$ cat config.mk
export PLATFORM = sky130hd
export DESIGN_NAME = coriolis_ker1_offset_buf_ctrl
export DESIGN_NICKNAME = d
export VERILOG_FILES = /design/src/rtl/coriolis_ker1_pkg.sv /design/src/rtl/coriolis_ker1_offset_buf_ctrl.sv
export SDC_FILE = /design/constraint.sdc
export NUM_CORES = 1
export LEC_CHECK = 0
export BUFFER_PORTS_ARGS = -buffer_cell sky130_fd_sc_hd__buf_2
export CAP_MARGIN = 10
export CORE_MARGIN = 8
export CORE_UTILIZATION = 50
export CTS_CLUSTER_SIZE = 20
export DETAILED_ROUTE_END_ITERATION = 8
export GPL_TIMING_DRIVEN = 0
export HOLD_SLACK_MARGIN = 0.15
export PLACE_DENSITY = 0.75
export SLEW_MARGIN = 20
export SYNTH_ARGS = -nofsm -noshare
export SYNTH_HDL_FRONTEND = slang
export SYNTH_SLANG_ARGS = --single-unit
export TNS_END_PERCENT = 50
$ cat constraint.sdc
create_clock -name clk -period 4.2 [get_ports clk]
set_clock_uncertainty 0.2 [all_clocks]
set_input_delay 0.42 -clock clk [delete_from_list [all_inputs] [get_ports clk]]
set_output_delay 0.42 -clock clk [all_outputs]
set_load 0.03 [all_outputs]
$ cat src/rtl/coriolis_ker1_pkg.sv
// Shared definitions for the coriolis kernel-1 blocks: the offset-buffer
// controller state encoding and default buffer geometry.
package coriolis_ker1_pkg;

    localparam int KER1_SIZE_DEFAULT = 16;
    localparam int KER1_CNTW_DEFAULT = 32;

    typedef enum logic [1:0] {
        ST_IDLE  = 2'd0,
        ST_RUN   = 2'd1,
        ST_DRAIN = 2'd2,
        ST_DONE  = 2'd3
    } ker1_state_e;

    // A job is in flight (items may still be pushed or delivered).
    function automatic logic ker1_active(input ker1_state_e s);
        return (s == ST_RUN) || (s == ST_DRAIN);
    endfunction

endpackage

$ cat src/rtl/coriolis_ker1_offset_buf_ctrl.sv
// Job controller for the kernel-1 offset buffer (a SIZE-deep shift line owned
// by the parent). It gates the buffer's shift enable from the up/down
// handshakes, flushes the line with SIZE extra pushes at the end of each job,
// and masks tap valids until SIZE pushes of the current job have gone in, so
// valid bits left over from an earlier or abandoned job never reach the output.
//
//   state    | meaning
//   ---------+---------------------------------------------------------------
//   ST_IDLE  | waiting for start; counters hold the last job's values
//   ST_RUN   | accepting upstream items, one push per accepted item
//   ST_DRAIN | all items accepted; pushing filler to flush the last SIZE taps
//   ST_DONE  | one-cycle completion pulse, then back to ST_IDLE
module coriolis_ker1_offset_buf_ctrl
    import coriolis_ker1_pkg::*;
#(
    parameter int SIZE = KER1_SIZE_DEFAULT,
    parameter int CNTW = KER1_CNTW_DEFAULT
) (
    input  logic            clk,
    input  logic            rst,
    input  logic            start,
    input  logic            abort,
    input  logic [CNTW-1:0] nitems,
    input  logic            ivalid_up,
    output logic            iready_up,
    output logic            buf_ivalid,
    input  logic            buf_ovalid,
    output logic            ovalid_down,
    input  logic            oready_down,
    output logic            busy,
    output logic            done,
    output logic [CNTW-1:0] out_cnt
);

    localparam logic [CNTW-1:0] CNT_ONE  = CNTW'(1);
    localparam logic [CNTW:0]   PUSH_ONE = (CNTW + 1)'(1);
    localparam logic [CNTW:0]   SIZE_W   = (CNTW + 1)'(SIZE);

    ker1_state_e     state_q, state_d;
    logic [CNTW-1:0] nitems_q, nitems_d;
    logic [CNTW-1:0] in_cnt_q, in_cnt_d;
    logic [CNTW-1:0] out_cnt_q, out_cnt_d;
    logic [CNTW:0]   push_cnt_q, push_cnt_d;

    logic run_st;
    logic drain_st;
    logic push;
    logic accept;
    logic xfer;
    logic last_in;
    logic last_out;

    assign run_st   = (state_q == ST_RUN);
    assign drain_st = (state_q == ST_DRAIN);

    // Downstream backpressure freezes everything, including upstream intake,
    // so the shift line never moves while an output is being held.
    assign iready_up  = run_st & oready_down;
    assign accept     = ivalid_up & iready_up;
    assign push       = oready_down & ((run_st & ivalid_up) | drain_st);
    assign buf_ivalid = push;

    // Tap valids only belong to this job once SIZE of its own pushes are in.
    assign ovalid_down = buf_ovalid & (push_cnt_q >= SIZE_W) & ker1_active(state_q);
    assign xfer        = ovalid_down & oready_down;

    assign last_in  = (in_cnt_q == (nitems_q - CNT_ONE));
    assign last_out = (out_cnt_q == (nitems_q - CNT_ONE));

    assign busy    = ker1_active(state_q);
    assign done    = (state_q == ST_DONE);
    assign out_cnt = out_cnt_q;

    // Next-state and counter update; abort overrides every transition.
    always_comb begin
        state_d    = state_q;
        nitems_d   = nitems_q;
        in_cnt_d   = in_cnt_q;
        out_cnt_d  = out_cnt_q;
        push_cnt_d = push_cnt_q;

        if (accept) begin
            in_cnt_d = in_cnt_q + CNT_ONE;
        end
        if (xfer) begin
            out_cnt_d = out_cnt_q + CNT_ONE;
        end
        if (push) begin
            push_cnt_d = push_cnt_q + PUSH_ONE;
        end

        unique case (state_q)
            ST_IDLE: begin
                if (start && !abort) begin
                    nitems_d   = nitems;
                    in_cnt_d   = '0;
                    out_cnt_d  = '0;
                    push_cnt_d = '0;
                    state_d    = (nitems == '0) ? ST_DONE : ST_RUN;
                end
            end
            ST_RUN: begin
                if (accept && last_in) begin
                    state_d = ST_DRAIN;
                end
            end
            ST_DRAIN: begin
                if (xfer && last_out) begin
                    state_d = ST_DONE;
                end
            end
            ST_DONE: begin
                state_d = ST_IDLE;
            end
            default: begin
                state_d = ST_IDLE;
            end
        endcase

        if (abort) begin
            state_d = ST_IDLE;
        end
    end

    // State and counter registers; reset discards any job in flight.
    always_ff @(posedge clk or negedge rst) begin
        if (!rst) begin
            state_q    <= ST_IDLE;
            nitems_q   <= '0;
            in_cnt_q   <= '0;
            out_cnt_q  <= '0;
            push_cnt_q <= '0;
        end else begin
            state_q    <= state_d;
            nitems_q   <= nitems_d;
            in_cnt_q   <= in_cnt_d;
            out_cnt_q  <= out_cnt_d;
            push_cnt_q <= push_cnt_d;
        end
    end

endmodule

==> results of run 1 <==
-- layer usage --
metal  share of wire [%]  global-route usage [%]  vias up
li1                    -                       -     3630
met3                 8.1                   6.903       68
met5                   0                       0        -
met2                  45                   36.87      307
met1                  43                   31.11     3736
met4                 3.9                   11.76        0
-- cell type report --
class                   count  area (µm²)  share of cell area, %
multi-input cells         735        4852                  48.34
flip-flops and latches    131        3278                  32.66
repair buffers            110       753.2                  7.504
clock buffers              20       456.7                  4.550
well taps                 220       275.3                  2.742
plain buffers              46       207.7                  2.069
clock inverters            12       120.1                  1.197
inverters                  25       93.84                 0.9349
-- cell families (layout without fill, tap and decap cells) --
| kind of cell | Yosys count | after routing | synth area share (%) |
|---|---|---|---|
| AND/OR/NAND/NOR | 425 | 425 | 26.09 |
| buffers and inverters | 71 | 213 | 3.595 |
| AO/OA/AOI/OAI | 130 | 130 | 10.52 |
| multiplexers | 31 | 31 | 4.057 |
| flip-flops | 131 | 131 | 39.08 |
| XOR/XNOR | 139 | 139 | 15.17 |
| adder cells (fa/ha/maj) | 10 | 10 | 1.492 |
-- synthesized netlist by cell type (3+ instances only) --
master     count
or2_2          5
nor3b_1        4
or4_1          8
o2111ai_1      4
nor2_1       118
a21oi_1       27
mux2i_1        7
nor3_1        22
nand2b_1       4
o211ai_1       3
buf_2          3
inv_1         25
o31a_1         4
xor2_1        77
a311oi_1       3
dfrtp_1      131
a211oi_1       3
o21ai_0       35
or3_1         24
buf_6          4
xnor3_1        4
nor2b_1        9
o22ai_1        5
xnor2_1       58
mux2_2        24
o311ai_0       4
and2_1         6
and4_1         8
nand2_1       80
clkbuf_1      34
nor4_1        34
ha_1          10
a31oi_1        3
and4b_1        3
nand4_1       37
a32oi_1        6
o221ai_1       3
o31ai_1        8
buf_1          4
nand3_1       29
and3_1        23
-- path summary, 6_finish.rpt --
check	start	endpoint	slack [ns]	depth (start not counted)
setup / recovery	nitems_q[0]	state_q[0]	0.16	13
hold / removal	rst	in_cnt_q[0]	0.25	2
setup reg to reg	nitems_q[0]	state_q[0]	0.16	13
hold reg to reg	push_cnt_q[32]	push_cnt_q[32]	0.36	2
max in group asynchronous	rst	out_cnt[22]	2.78	3
min in group clk	push_cnt_q[32]	push_cnt_q[32]	0.36	2
-- flip-flops by register name, summed over array words and instances (netlist names) --
signal and count:
push_cnt_q 33, nitems_q 32, in_cnt_q 32, state_q 2
out_cnt 32
-- power by group through the flow --
| stage | clock network (mW) | logic, mW | registers, mW |
|---|---|---|---|
| 2_1_floorplan | 0 | 1.45 | 1.59 |
| 3_3_place_gp | 0 | 1.95 | 1.65 |
| 3_5_place_dp | 0 | 1.97 | 1.66 |
| 4_1_cts | 1.48 | 2.02 | 1.64 |
| 5_1_grt | 1.54 | 2.24 | 1.67 |
| 6_report | 1.47 | 2.07 | 1.65 |
-- what timing repair did --
item                                    4_1_cts  5_1_grt
buffers inserted                              0        0
hold buffers                                 34        0
pin swaps                                     0        2
resized for setup                             2        5
endpoints found under the setup margin        2        2
hold endpoints to repair                    165        0
-- metrics by stage --
stage / hold WS, ns / setup slack [ns] / area [µm²] / setup TNS (ns)
2_1_floorplan: -0.07559 / 0.5497 / 8388 / 0
3_3_place_gp: 0.3314 / -0.03383 / 9039 / -0.04929
4_1_cts: 0.2631 / 0.01730 / 10010 / 0
5_1_grt: 0.2735 / 0.003997 / 10040 / 0
3_5_place_dp: 0.1259 / 0.01124 / 9082 / 0
6_report: 0.2471 / 0.1594 / 10040 / 0
==> metrics.yaml, run 1 <==
power.total_mw: 5.195
pin_count: 76
slowest_stage: "or4b_4"
wl_per_cell_um: 19.76
fin_crit_sh_pct: 96.20
hpwl_um: 18940
dr.pass1.iters: 5
async_reset_ff_share_pct: 100.0
ys_ff_latch: 131
h-tree-depth: 4
die_area_um2: 21180
num_vias: 7741
finalNonFillerCells: 1299
diodes: 0
clkTransAtPathRegs_ns: 0.07
status: "finished, final reports clean"
mostFrequentLayoutCells: "dfrtp_1 (131), nor2_1 (118), nand2_1 (80), xor2_1 (77), buf_2 (77)"
yosysWarningCount: 0
final_nets: 1115
static-leakage-power_nw: 4.285
power_frac_comb_pct: 39.9
path_class: "reg2reg"
grt_pass1_wl_um: 40760
die_x_um: 145.5
rsz0062_at_grt: "no"
synth_top_area_share_pct: 39.08
slew_viol_final: 0
fill_cells: 1468
period_needed_ns: 4.041
routed_via_density: 5.959
grt_util_all_layers_pct: 24.21
end_kind: "flip-flop"
clk_latency_ns: 0.44
wl_um: 25670
tritoncts: "built"
cp_top_family: "simple AND/OR/NAND/NOR gates"
utilization_pct: 60.96
layout_commonest_cell: "dfrtp_1"
slew_headroom_pct: 32.44
worstPathArrival_ns: 4.17
cts-buffers-inserted: 17
clock_path_buffers: 2
swShare_pct: 40.06
synth_area_um2: 8388
syn_nets: 986
p_per_area_nw_per_um2: 517.5
syn_inst: 937
grt_pass1_vias: 7614
critPathLaunchType: "flip-flop"
synthToLayoutAreaGrowth_pct: 19.66
fmax_mhz: 247.5
hold_path.class: "in2async"
synth_edf_count: 0
crit_chain: "inv_1 > ha_1 > or4b_4 > buf_6 > or4_1 > buf_2 > o21a_1 > o21ai_0 > or3b_1 > nor4_2 > a31o_2 > a21oi_1 > a311oi_1"
ys_types: 70
worstMarginPinSlew_ns: 1.004
path_buf_inv: 3
synth_largest_area_cell: "dfrtp_1"
power_frac_clock_pct: 28.4
drv_cap: 0
crit_fanout: 9
ant_nets: 0
cp.required_ns: 4.33
synth-main-ff-cell: "dfrtp_1"
drive_gt1_share_pct: 14.55
drt_iter0_markers: 600
p_seq_share_pct: 31.8
p_int_mw: 3.114
max_stage_delay_ns: 0.48
p_sw_mw: 2.081
portBuffers: 75
place_inst: 1233
setup_violations: 0
grt_max_degree: 95
antenna_found_initial: 0
gp_congestion: 0.9432
num_rows: 47
vdd_drop_max_v: 0.0003295
seq_area_frac_synth_pct: 39.08
cts_root_buf: "clkbuf_16"
grt-ovfl-total: 0
initial_core_util_pct: 50.94
clkSinkCount: 131
drc: 0
die_h_um: 145.5
core_area_um2: 16470
avgSynthCellArea_um2: 8.952
hold_viol: 0
netlist_top_cells_area: "dfrtp_1 (39%), xor2_1 (8.0%), xnor2_1 (6.1%)"
(Power assumes the default switching activity.)
==> run 2: changes to the inputs <==
ABC_AREA = 1   (was default)
==> run 2 against run 1 <==
Utilization decreased by 1.2 points. Flip-flop and latch count unchanged. First-iteration DRC count increased by 36%. Via count increased by 22%. Cell area increased by 7.0%. Highest routed layer unchanged. Hold slack got worse by 0.084 ns. Sequential power increased by 6%. Non-clock buffer count decreased by 29. Register-to-register slack improved by 0.96 ns. Maximum frequency increased by 31%.
==> metrics.yaml, run 2 <==
rsz0062_at_grt: "no"  # unchanged
clkTransAtPathRegs_ns: 0.06  # was 0.07 ns
setup_violations: 0  # unchanged
num_vias: 9451  # was 7741
hold_viol: 0  # unchanged
syn_nets: 1419  # was 986
worstPathArrival_ns: 3.20  # was 4.17 ns
netlist_top_cells_area: "dfrtp_1 (36%), nand2_1 (15%), nor2_1 (8.7%)"  # was dfrtp_1 (39%), xor2_1 (8.0%), xnor2_1 (6.1%)
pin_count: 76  # unchanged
synth_largest_area_cell: "dfrtp_1"  # unchanged
ys_ff_latch: 131  # unchanged
portBuffers: 75  # unchanged
synthToLayoutAreaGrowth_pct: 17.67  # was 19.66%
period_needed_ns: 3.080  # was 4.041 ns
hpwl_um: 22510  # was 18940 µm
tritoncts: "built"  # unchanged
status: "finished, final reports clean"  # unchanged
finalNonFillerCells: 1740  # was 1299
drt_iter0_markers: 813  # was 600
grt_pass1_wl_um: 46330  # was 40760 µm
slew_headroom_pct: 44.71  # was 32.44%
cp.required_ns: 4.32  # was 4.33 ns
synth_edf_count: 0  # unchanged
drv_cap: 0  # unchanged
num_rows: 49  # was 47
fin_crit_sh_pct: 73.33  # was 96.20%
initial_core_util_pct: 50.81  # was 50.94%
drive_gt1_share_pct: 10.13  # was 14.55%
cts-buffers-inserted: 17  # unchanged
die_area_um2: 22830  # was 21180 µm²
static-leakage-power_nw: 5.080  # was 4.285 nW
place_inst: 1675  # was 1233
cts_root_buf: "clkbuf_16"  # unchanged
clock_path_buffers: 2  # unchanged
cts_hold_buf: 33  # was 34
ys_types: 43  # was 70
wl_per_cell_um: 16.92  # was 19.76 µm
die_h_um: 151.1  # was 145.5 µm
dr.pass1.iters: 6  # was 5
synth_top_area_share_pct: 35.92  # was 39.08%
synth_area_um2: 9128  # was 8388 µm²
post-synth-top-count-cell: "nand2_1"  # was dfrtp_1
dpl_cell_area_um2: 9827  # was 9082 µm²
grt_pass1_vias: 9091  # was 7614
fin_hold_ws_ns: 0.1634  # was 0.2471 ns
fmax_mhz: 324.7  # was 247.5 MHz
final_nets: 1547  # was 1115
regMostFlops: "push_cnt_q"  # unchanged
async_reset_ff_share_pct: 100.0  # unchanged
antenna_found_initial: 0  # unchanged
cts_resized: 0  # was 2
grt_util_all_layers_pct: 26.32  # was 24.21%
grt-ovfl-total: 0  # unchanged
ant_nets: 0  # unchanged
yosysWarningCount: 0  # unchanged
h-tree-depth: 4  # unchanged
clkSinkCount: 131  # unchanged
clk_latency_ns: 0.43  # was 0.44 ns
critPathLaunchType: "flip-flop"  # unchanged
core_area_um2: 17960  # was 16470 µm²
syn_inst: 1370  # was 937
grt_max_degree: 88  # was 95
slew_viol_final: 0  # unchanged
diodes: 0  # unchanged
mostFrequentLayoutCells: "nand2_1 (353), nor2_1 (211), inv_1 (190), dfrtp_1 (131), nand3_1 (119)"  # was dfrtp_1 (131), nor2_1 (118), nand2_1 (80), xor2_1 (77), buf_2 (77)
postCtsSetupBuffers: 0  # unchanged
routed_via_density: 5.432  # was 5.959
wl_um: 29450  # was 25670 µm
finalInstanceArea_um2: 10740  # was 10040 µm²
path_class: "reg2reg"  # unchanged
avgSynthCellArea_um2: 6.662  # was 8.952 µm²
p_per_area_nw_per_um2: 485.6  # was 517.5 nW/µm²
worstMarginPinSlew_ns: 0.8293  # was 1.004 ns
synth-main-ff-cell: "dfrtp_1"  # unchanged
hold_path.class: "in2reg"  # was in2async
die_x_um: 151.1  # was 145.5 µm
largest_reg_flops: 33  # unchanged
crit_fanout: 7  # was 9
end_kind: "flip-flop"  # unchanged
synth_commonest_cells: "nand2_1 (353), nor2_1 (211), inv_1 (190)"  # was dfrtp_1 (131), nor2_1 (118), nand2_1 (80)
utilization_pct: 59.79  # was 60.96%
drc: 0  # unchanged
layout_commonest_cell: "nand2_1"  # was dfrtp_1
seq_area_frac_synth_pct: 35.92  # was 39.08%
gp_congestion: 0.9708  # was 0.9432
vdd_drop_max_v: 0.0004216  # was 0.0003295 V
tns_ns: 0  # unchanged
==> run 2: cell count changes in the layout (fill, tap and decap cells not counted), moves of 17 or more <==
| cell | before | now |
|---|---|---|
| a21oi_1 | 27 | 47 |
| and3_1 | 23 | 1 |
| clkbuf_1 | 35 | 18 |
| inv_1 | 25 | 190 |
| mux2_2 | 24 | 0 |
| nand2_1 | 80 | 353 |
| nand3_1 | 29 | 119 |
| nor2_1 | 118 | 211 |
| o21ai_0 | 35 | 70 |
| or3_1 | 24 | 1 |
| xnor2_1 | 58 | 7 |
| xor2_1 | 77 | 47 |
==> run 2: per-layer routing <==
layer / part of all wire (%) / wire [µm] / track usage [%] / vias to the layer above
met5: 0 / 0 / 0 / -
met4: 4.1 / 1195 / 11.92 / 0
met3: 8.5 / 2492 / 5.527 / 81
met2: 45 / 13290 / 41.96 / 395
met1: 42 / 12470 / 33.77 / 4321
li1: - / - / - / 4654
==> run 2: metrics by stage <==
step / total power [mW] / worst slack, ns
2_1_floorplan: 3.083 / 1.685
3_3_place_gp: 3.586 / 0.6451
4_1_cts: 5.186 / 1.140
3_5_place_dp: 3.649 / 1.191
5_1_grt: 5.562 / 0.8841
6_report: 5.216 / 1.120
==> run 2: critical path, cell delays in order, from the launching register on <==
cell,delay [ns]
dfrtp_1,0.43
inv_1,0.10
ha_1,0.24
nand2_2,0.15
nor2_2,0.28
nand2_1,0.19
nand2_1,0.19
nand2_1,0.09
nand2_1,0.06
nand2_1,0.06
a21oi_1,0.13
nand3_1,0.10
nor2_1,0.15
nand3_1,0.21
nand2_1,0.16
nand3_1,0.10
nand2_1,0.07
nand2_1,0.05
==> run 2: cell type report <==
| cell class | count | area (µm²) |
|---|---|---|
| Buffer | 18 | 67.56 |
| Clock inverter | 14 | 143.9 |
| Clock buffer | 18 | 439.2 |
| Inverter | 195 | 732.0 |
| Tap cell | 229 | 286.5 |
| Fill cell | 1680 | 7223 |
| Timing Repair Buffer | 109 | 743.2 |
| Sequential cell | 131 | 3278 |
| Multi-Input combinational cell | 1026 | 5050 |
==> run 2: worst paths after layout <==
kind,cells past startpoint,slack [ns],from,endpoint
max in group asynchronous,3,2.78,rst,out_cnt[23]
max reg2reg,17,1.12,nitems_q[0],state_q[1]
min,4,0.16,abort,state_q[0]
min reg2reg,1,0.32,push_cnt_q[32],push_cnt_q[32]
max,17,1.12,nitems_q[0],state_q[1]
min in group asynchronous,2,0.27,rst,nitems_q[5]
==> run 2: cell families after synthesis <==
kind of cell               synth area share (%)
buffers and inverters                     8.759
AOI/OAI and AO/OA                         8.376
DFF                                       35.91
and+or+nand+nor                           40.15
adders and majority gates                 1.371
xor gates and xnor gates                  5.428
==> run 2: report_power, final <==
part | internal, mW | switching, mW | leakage (nW)
combinational | 0.633 | 1.33 | 3.04
sequential | 1.46 | 0.295 | 1.77
clock | 0.847 | 0.651 | 0.274
==> run 3: changes to the inputs <==
clock period = 2.85 ns   (was 4.2 ns; I/O delays follow)
==> run 3 against run 2 <==
Via count grew 3.1%. Hold slack lost 0.025 ns. Final cell count grew 1.6%. Combinational power grew 61%. Utilization grew 2.7 points. Flip-flop and latch count is the same. Cell area grew 4.4%. Non-clock buffer count grew 27.
==> metrics.yaml, run 3 (same netlist as run 2, synthesis figures left out) <==
ant_nets: 0  # unchanged
cpMostUsedCell: "nor2_2"  # was nand2_1
wl_um: 30160  # was 29450 µm
vdd_drop_max_v: 0.0006529  # was 0.0004216 V
crit_chain: "inv_2 > ha_4 > nand3_4 > nor2_4 > nand4_1 > nor2_2 > nand2_2 > nor2_2 > nand2_1 > nor2_2 > nand2_1 > nor3_2 > xor2_1 > nor2_1"  # was inv_1 > ha_1 > nand2_2 > nor2_2 > nand2_1 > nand2_1 > nand2_1 > nand2_1 > nand2_1 > a21oi_1 > nand3_1 > nor2_1 > nand3_1 > nand2_1 > nand3_1 > nand2_1 > nand2_1
mostFrequentLayoutCells: "nand2_1 (343), nor2_1 (195), inv_1 (186), dfrtp_1 (126), nand3_1 (115)"  # was nand2_1 (353), nor2_1 (211), inv_1 (190), dfrtp_1 (131), nand3_1 (119)
initial_core_util_pct: 50.81  # unchanged
setup_violations: 0  # unchanged
fin_crit_sh_pct: 95.30  # was 73.33%
h-tree-depth: 4  # unchanged
path_class: "reg2reg"  # unchanged
power_frac_comb_pct: 39.5  # was 37.7%
status: "finished, final reports clean"  # unchanged
p_per_area_nw_per_um2: 713.3  # was 485.6 nW/µm²
hold_path.class: "in2async"  # was in2reg
finalInstanceArea_um2: 11220  # was 10740 µm²
tritoncts: "built"  # unchanged
tns_ns: 0  # unchanged
gp_congestion: 0.9708  # unchanged
die_x_um: 151.1  # unchanged
p_sw_mw: 3.509  # was 2.277 mW
multi_input_area_um2: 5273  # was 5050 µm²
regMostFlops: "push_cnt_q"  # unchanged
cp_top_family: "simple AND/OR/NAND/NOR gates"  # unchanged
swShare_pct: 43.86  # was 43.67%
worstPathArrival_ns: 2.82  # was 3.20 ns
path_buf_inv: 1  # unchanged
num_rows: 49  # unchanged
worstMarginPinSlew_ns: 0.6565  # was 0.8293 ns
die_h_um: 151.1  # unchanged
wl_per_cell_um: 17.07  # was 16.92 µm
layout_commonest_cell: "nand2_1"  # unchanged
clkSinkCount: 131  # unchanged
grt_max_degree: 88  # unchanged
die_area_um2: 22830  # unchanged
fmax_mhz: 368.2  # was 324.7 MHz
max_stage_delay_ns: 0.42  # was 0.43 ns
grt_pass1_wl_um: 46460  # was 46330 µm
slew_headroom_pct: 56.23  # was 44.71%
critPathLaunchType: "flip-flop"  # unchanged
end_kind: "flip-flop"  # unchanged
pin_count: 76  # unchanged
routed_via_density: 5.515  # was 5.432
slowest_stage: "dfrtp_1"  # unchanged
clkTransAtPathRegs_ns: 0.06  # about the same
largest_reg_flops: 33  # unchanged
grt_pass1_vias: 9133  # was 9091
diodes: 0  # unchanged
final_nets: 1574  # was 1547
grt_util_all_layers_pct: 26.39  # was 26.32%
drt_iter0_markers: 955  # was 813
fill_cells: 1620  # was 1680
slew_viol_final: 0  # unchanged
p_int_mw: 4.492  # was 2.938 mW
hold_viol: 0  # unchanged
regArea_um2: 3284  # was 3278 µm²
drive_gt1_share_pct: 14.69  # was 10.13%
p_seq_share_pct: 32.8  # was 33.6%
dr.pass1.iters: 8  # was 6
static-leakage-power_nw: 5.299  # was 5.080 nW
antenna_found_initial: 0  # unchanged
hpwl_um: 22510  # unchanged
dpl_cell_area_um2: 9827  # unchanged
num_vias: 9745  # was 9451
crit_fanout: 7  # unchanged
period_needed_ns: 2.716  # was 3.080 ns
cts_root_buf: "clkbuf_16"  # unchanged
portBuffers: 75  # unchanged
cp.required_ns: 2.95  # was 4.32 ns
drc: 0  # unchanged
core_area_um2: 17960  # unchanged
grt-ovfl-total: 0  # unchanged
synthToLayoutAreaGrowth_pct: 22.89  # was 17.67%
clock_path_buffers: 2  # unchanged
power_frac_clock_pct: 27.6  # was 28.7%
cts-buffers-inserted: 17  # unchanged
drv_cap: 0  # unchanged
clk_latency_ns: 0.43  # about the same
[run 3: layout make-up]
type | instances | share of cell area [%]
inverter | 195 | 6.548
sequential | 131 | 29.28
timing repair buffer | 136 | 8.745
clock buffer | 18 | 3.915
clock inverter | 14 | 1.283
multi-input combinational | 1026 | 47.01
buffer | 18 | 0.6693
tap | 229 | 2.554
[run 3: path summary, 6_finish.rpt]
check,start,end,slack (ns),cells past startpoint
min in group clk,buf_ovalid,out_cnt[10],0.28,7
max,state_q[1],in_cnt_q[29],0.13,14
min reg2reg,push_cnt_q[32],push_cnt_q[32],0.32,1
max reg2reg,state_q[1],in_cnt_q[29],0.13,14
min,rst,nitems_q[5],0.14,2
max in group asynchronous,rst,state_q[0],1.54,3
[run 3: per-layer routing]
metal,part of all wire [%],GRT usage [%]
met2,46,42.17
met3,9.4,5.856
met1,41,33.53
met5,0,0
met4,3.5,12.12
[run 3: power groups by stage]
stage	Clock, mW	Sequential, mW	Combinational, mW
after floorplan	0	2.51	2.04
after global placement	0	2.58	2.70
after detailed placement	0	2.58	2.80
after CTS	2.22	2.56	2.90
after global routing	2.30	2.67	3.54
final	2.21	2.63	3.16
[run 3: per-stage QoR]
step	util [%]	std cells	total power, mW	hold WS, ns	setup WS [ns]
finish	62.44	1767	8.001	0.1386	0.1341
global route	62.44	1767	8.507	0.1929	-0.03414
CTS	60.21	1744	7.688	0.1562	0.01515
detailed placement	54.71	1675	5.378	0.01151	-0.1586
global placement	54.50	1674	5.285	0.3026	-0.5699
floorplan	-	1370	4.543	-0.2106	0.3352
[run 3: what timing repair did]
action / CTS / global route
endpoints found under the setup margin: 4 / 67
cloned: 0 / 0
gates resized for setup: 11 / 67
pin swaps: 0 / 14
hold buffers: 37 / 0
setup buffers: 0 / 23
endpoints found under the hold margin: 170 / 0
